`config.mk`:
```
export PLATFORM = sky130hd
export DESIGN_NAME = byte_serial_add_seq
export DESIGN_NICKNAME = d
export VERILOG_FILES = /design/src/rtl/byte_serial_add_seq.sv
export SDC_FILE = /design/constraint.sdc
export NUM_CORES = 1
export LEC_CHECK = 0
export CORE_AREA = 5 5 163 102
export CTS_CLUSTER_SIZE = 14
export DETAILED_ROUTE_END_ITERATION = 10
export DIE_AREA = 0 0 168 107
export PLACE_DENSITY = 0.68
export SKIP_CTS_REPAIR_TIMING = 1
export SYNTH_ARGS = -nofsm -noshare
export SYNTH_HDL_FRONTEND = slang
export SYNTH_SLANG_ARGS = --single-unit
```
`constraint.sdc`:
```
create_clock -name clk -period 7.4 [get_ports clk]
set_clock_uncertainty 0.2 [all_clocks]
set_input_delay 1.48 -clock clk [delete_from_list [all_inputs] [get_ports clk]]
set_output_delay 1.48 -clock clk [all_outputs]
set_load 0.01 [all_outputs]
```
`src/rtl/byte_serial_add_seq.sv`:
```
// Byte-serial modular adder: adds two NB-byte operands LSB byte first through a
// single 8-bit slice, with an optional running accumulator used as operand B.
module byte_serial_add_seq #(
  parameter int NB = 4,
  localparam int W = 8 * NB
) (
  input  logic         clk,
  input  logic         rst_n,
  input  logic         in_valid,
  output logic         in_ready,
  input  logic [W-1:0] op_a,
  input  logic [W-1:0] op_b,
  input  logic         acc_en,
  input  logic         acc_clr,
  output logic         out_valid,
  input  logic         out_ready,
  output logic [W-1:0] result,
  output logic         carry_out,
  output logic         busy
);

  localparam int CW = $clog2(NB);

  typedef enum logic [1:0] {
    IDLE = 2'd0,
    ADD  = 2'd1,
    DONE = 2'd2
  } state_t;

  state_t         state_q, state_nxt;
  logic [W-1:0]   a_q, b_q, acc_q, result_q, result_nxt;
  logic [CW-1:0]  cnt_q;
  logic           carry_q, carry_out_q, acc_en_q;
  logic [7:0]     a_byte, b_byte;
  logic [8:0]     byte_sum;
  logic           last_byte, accept;

  // Handshakes: a transfer happens on a rising edge where valid and ready are
  // both high; in_ready depends only on state, so there is no input-to-output path.
  assign in_ready  = (state_q == IDLE);
  assign out_valid = (state_q == DONE);
  assign busy      = (state_q != IDLE);
  assign accept    = in_valid && in_ready;
  assign result    = result_q;
  assign carry_out = carry_out_q;

  always_comb begin
    a_byte     = a_q[{cnt_q, 3'b000} +: 8];
    b_byte     = b_q[{cnt_q, 3'b000} +: 8];
    byte_sum   = {1'b0, a_byte} + {1'b0, b_byte} + {8'b0, carry_q};
    last_byte  = (cnt_q == CW'(NB - 1));
    result_nxt = result_q;
    result_nxt[{cnt_q, 3'b000} +: 8] = byte_sum[7:0];
  end

  always_ff @(posedge clk or negedge rst_n) begin
    if (!rst_n) state_q <= IDLE;
    else        state_q <= state_nxt;
  end

  always_comb begin
    state_nxt = state_q;
    case (state_q)
      IDLE:    if (accept) state_nxt = ADD;
      ADD:     if (last_byte) state_nxt = DONE;
      DONE:    if (out_ready) state_nxt = IDLE;
      default: state_nxt = IDLE;
    endcase
  end

  always_ff @(posedge clk or negedge rst_n) begin
    if (!rst_n) begin
      a_q         <= '0;
      b_q         <= '0;
      acc_q       <= '0;
      result_q    <= '0;
      cnt_q       <= '0;
      carry_q     <= 1'b0;
      carry_out_q <= 1'b0;
      acc_en_q    <= 1'b0;
    end else begin
      if (state_q == IDLE) begin
        if (acc_clr) acc_q <= '0;
        if (accept) begin
          a_q      <= op_a;
          // A clear on the accepting edge must also zero the B operand it feeds.
          b_q      <= acc_en ? (acc_clr ? '0 : acc_q) : op_b;
          acc_en_q <= acc_en;
          carry_q  <= 1'b0;
          cnt_q    <= '0;
        end
      end
      if (state_q == ADD) begin
        result_q <= result_nxt;
        carry_q  <= byte_sum[8];
        cnt_q    <= last_byte ? '0 : cnt_q + CW'(1);
        if (last_byte) begin
          carry_out_q <= byte_sum[8];
          if (acc_en_q) acc_q <= result_nxt;
        end
      end
    end
  end

endmodule

```
### Word level (Yosys, flattened, before mapping)

Index checks and enable logic that the tools add are counted.

| storage, ports and cells | value |
|---|---|
| register bits | 135 |
| latch bits | 0 |
| memory bits (writable) | 0 |
| memory bits (read-only) | 0 |
| input port bits | 70 |
| output and inout port bits | 36 |
| memories kept | 0 |

| cells by class | value |
|---|---|
| $add $sub $neg | 4 |
| multipliers | 0 |
| div/mod/pow operators | 0 |
| magnitude comparators | 0 |
| eq/ne operators | 6 |
| shifts and indexed selects | 4 |
| muxes and demuxes | 18 |
| bitwise gates (word level) | 0 |
| reduce and logical (&&, ||, !) cells | 9 |

Operators with widths:

| kind | count |
|---|---|
| $mux 32 | 6 |
| $shiftx 32x6->8 | 2 |
| $bwmux 32 | 1 |
| $shift 8x7->32 const A | 1 |
| $shiftx 8x7->32 | 1 |
| $mux 2 | 7 |
| $add 8x8->9 | 1 |
| $add 9x1->9 | 1 |
| $neg 5->7 | 1 |
| $pmux 2 s3 | 1 |
| $reduce_and 2->1 | 3 |
| $reduce_bool 2->1 | 3 |
| $eq 2x2->1 const B | 2 |
| $ne 2x1->1 const B | 2 |
| $mux 1 | 3 |
| $reduce_and 3->1 | 1 |
| $add 2x1->2 const B | 1 |
| $eq 2x1->1 const B | 1 |
| $logic_not 2->1 | 1 |
| $ne 2x2->1 const B | 1 |
| $logic_and 1x1->1 | 1 |

### Depth between registers and ports, before layout

| depth | value |
|---|---|
| depth in word-level cells | 8 |
| gate-level depth with buffers | 10 |
| mapped depth without buffers | 9 |

### Worst setup path after synthesis

Ideal clock, no wire load.

| timing | value |
|---|---|
| path type | reg2reg |
| start point | register cnt_q[0] |
| end point | register result_q[14], in the netlist result[14] |
| library setup time | 0.121 ns |
| arrival time | 2.641 ns |
| data required time | 7.079 ns |
| path slack | 4.438 ns |
| stages on the path, launching flop included | 11 |
| clock period less this slack | 2.962 ns |
| cells stage by stage | dfrtp_1 > buf_6 > mux4_2 > fa_1 > inv_1 > fa_1 > nand2b_1 > a21oi_2 > a211oi_4 > xnor2_1 > a22o_1 |

| on the way | value |
|---|---|
| word-level cells in the longest chain between the ends | 5 |
| elaborated cells between the ends (all ways) | 8 |

Ends and longest elaborated chain:

| what | RTL line | source |
|---|---|---|
| from (decl) | 32 | `logic [CW-1:0] cnt_q;` |
| from (signal assigned) | 96 | `cnt_q <= last_byte ? '0 : cnt_q + CW'(1);` |
| $shiftx 32x6->8, on equally long branches | 48, 49 |  |
| $add 8x8->9 | 50 | `byte_sum = {1'b0, a_byte} + {1'b0, b_byte} + {8'b0, carry_q};` |
| $add 9x1->9 | 50 |  |
| $shiftx 8x7->32 | 53 | `result_nxt[{cnt_q, 3'b000} +: 8] = byte_sum[7:0];` |
| $bwmux 32 * | 53 |  |
| to (signal assigned) | 94 | `result_q <= result_nxt;` |
| to (decl) | 31 | `logic [W-1:0] a_q, b_q, acc_q, result_q, result_nxt;` |

Every way passes the cells marked *; elsewhere a longest branch is shown, timed or not.
A chain may end at the register's enable or synchronous reset.

### Worst setup path after layout

| timing | value |
|---|---|
| start point | register cnt_q[1] |
| end point | register result_q[6], in the netlist result[6] |

The elaborated chain is that of the path after synthesis.

==> run summary <==
Outcome = complete, no violations
Filler cells = 1284
Via Count = 5324
Initial antenna violation count = 0
Yosys warnings = 0
CTS root buf = clkbuf_16
Max Clk Rate = 269.6 MHz
CTS tree = built
GR Overflow Total = 0
TritonCTS Sinks = 135
Slew at the pin with the worst max-slew slack = 1.117 ns
Most frequent cells in the layout = dfrtp_1 (135), clkdlybuf4s50_1 (104), nor2_1 (44)
Tcrit/Tclk final = 50.13%
Vias in the first global route = 5292
Synth Register Bits = 135
Port bufs = 105
Total negative slack = 0 ns
Slowest Stage Delay on Critical Path = 0.98 ns
Cell area power density = 532.2 nW/um^2
Worst-path fanout max = 21
Worst Path Required = 7.56 ns
CTS Buffer Depth = 2
Kind of critical path = register to register
Vias per cell = 6.016
IO Count = 106
Syn nets = 659
Largest net degree at the start of global routing = 98
Overall power consumption = 0.004458 W
Post-synth cell types = 51
WP buf/inv = 1
DRC errors left = 0
CP max stage cell = dfrtp_1
Gr usage total = 22.03%
Max-slew violation count = 0
First-pass GRT wire length = 30260 um
Gate Count Post-Synth = 574
Drt wl/cell = 22.11 um
Cell mode on critical path = fa_1
Hold Fails Final Rpt = 0
Iter 0 DRT Violations = 510
Drt pass-1 iters = 5
Maximum Capacitance Violations = 0
Post-Synthesis Cell Area = 6624 um^2
WL final = 19570 um
Core Util, Final = 55.77%
Pleak = 3.422 nW
Worst hold path class = register to register
# H-tree levels = 4
P&R area growth vs syn = 26.46%
RSZ-0062 raised after global routing = false
Post-layout nets = 754
Die Span X = 168 um
Crit path cell chain = mux4_2, fa_1, inv_1, fa_1, nand2b_1, a21oi_2, a211oi_4, xnor2_1, a22o_1
Min cycle time layout = 3.710 ns
Routed Antenna Nets = 0
Slew HR = 25.54%
Dpl cell area = 7784 um^2
Commonest non-fill, non-tap cell in the layout = dfrtp_1
Die Ht = 107 um
Syn Area/Cell = 11.54 um^2
GP Congestion = 0.8851
TritonCTS Buffers = 17
Cell row count = 35
Finish-stage setup viols = 0
Initial Util = 44.10%
Crit end category = register
Post-DP HPWL = 14400 um
Die ar. = 17980 um^2
Design area = 8377 um^2
Core area = 15020 um^2
Critical Path Start Type = register
Register area share after synthesis = 51.00%
# diodes = 0
Clk pin slew, worst setup/hold paths = 0.06 ns
Hold WS = 0.2986 ns
VDD IR-drop max = 0.3917 mV
CP delay by family, top = flip-flops
Critical Path AT = 3.87 ns
Fraction of layout cells with a size suffix above 1 = 14.96%
Clk_lat worst skew = 0.42 ns
-- cell usage after synthesis, drive strengths merged --
cell type | count | share of area [%]
a32oi | 4 | 0.53
nand4 | 1 | 0.095
and3 | 5 | 0.47
nand2b | 36 | 3.4
nand3 | 5 | 0.53
and2 | 1 | 0.13
nor2b | 1 | 0.095
nor2 | 49 | 3.1
o21ai | 31 | 2.3
o21bai | 2 | 0.23
fa | 2 | 0.60
or4 | 1 | 0.17
a211oi | 2 | 0.49
xnor2 | 6 | 0.79
nand2 | 26 | 1.5
a21o | 2 | 0.25
xor2 | 3 | 0.40
a22o | 35 | 4.6
o21ba | 1 | 0.15
mux4 | 16 | 5.4
buf | 21 | 1.9
a22oi | 17 | 1.9
clkbuf | 12 | 0.68
o2bb2ai | 1 | 0.13
a21oi | 17 | 1.5
o22ai | 1 | 0.095
mux2i | 1 | 0.15
mux2 | 33 | 5.6
nand3b | 32 | 3.6
dfrtp | 135 | 51
o211ai | 2 | 0.30
a31oi | 36 | 3.4
and4 | 1 | 0.13
o31ai | 5 | 0.57
inv | 14 | 0.79
ha | 13 | 2.5
nor4 | 3 | 0.28
a2bb2oi | 1 | 0.13
-- where the power goes --
group	switching [W]	internal (W)
registers	0.000203	0.00101
logic	0.00146	0.000935
clock network	0.000345	0.000502
-- worst min-delay path: stages, from the launching register on --
cell,delay [ns]
dfrtp_1,0.35
nand2_1,0.05
o21ai_0,0.06
-- sequential cells by signal, summed over array words and instances, names as in the netlist --
| name | cells |
|---|---|
| a_q | 32 |
| acc_q | 32 |
| b_q | 32 |
| result | 32 |
| cnt_q | 2 |
| state_q | 2 |
| acc_en_q | 1 |
| carry_out | 1 |
| carry_q | 1 |
-- metal layers --
layer | GRT usage, % | vias up | share of wire (%)
met1 | 33.18 | 2710 | 46
met5 | 0 | - | 0
met3 | 6.448 | 24 | 10
met2 | 31.56 | 271 | 43
li1 | - | 2319 | -
met4 | 4.517 | 0 | 1.2
-- cell families after synthesis --
kind of cell	synth area share (%)
AOI/OAI and AO/OA	16.62
xor gates and xnor gates	1.190
adders and majority gates	3.060
buffers and inverters	3.400
DFF	51.00
muxes	11.20
and+or+nand+nor	13.52
-- layout make-up --
cell class | count | area (um^2) | share of cell area (%)
repair buffers | 109 | 1079 | 12.88
flip-flops and latches | 135 | 3378 | 40.33
inverters | 14 | 52.55 | 0.6273
multi-input cells | 392 | 3020 | 36.06
well taps | 203 | 254.0 | 3.032
clock buffers | 17 | 425.4 | 5.078
clock inverters | 15 | 167.7 | 2.001
-- final timing paths --
kind	depth (start not counted)	from	end	slack, ns
max	9	cnt_q[1]	result[6]	3.69
min	2	acc_q[1]	acc_q[1]	0.30
max reg2reg	9	cnt_q[1]	result[6]	3.69
min reg2reg	2	acc_q[1]	acc_q[1]	0.30
max in group asynchronous	2	rst_n	b_q[15]	4.65
min in group asynchronous	1	rst_n	b_q[18]	1.05
-- through the flow --
step	cells	setup slack, ns
floorplan	574	4.438
global placement	853	3.566
detailed placement	853	3.381
CTS	885	3.674
global route	885	3.439
finish	885	3.690
Power figures use the tool's default switching activity.
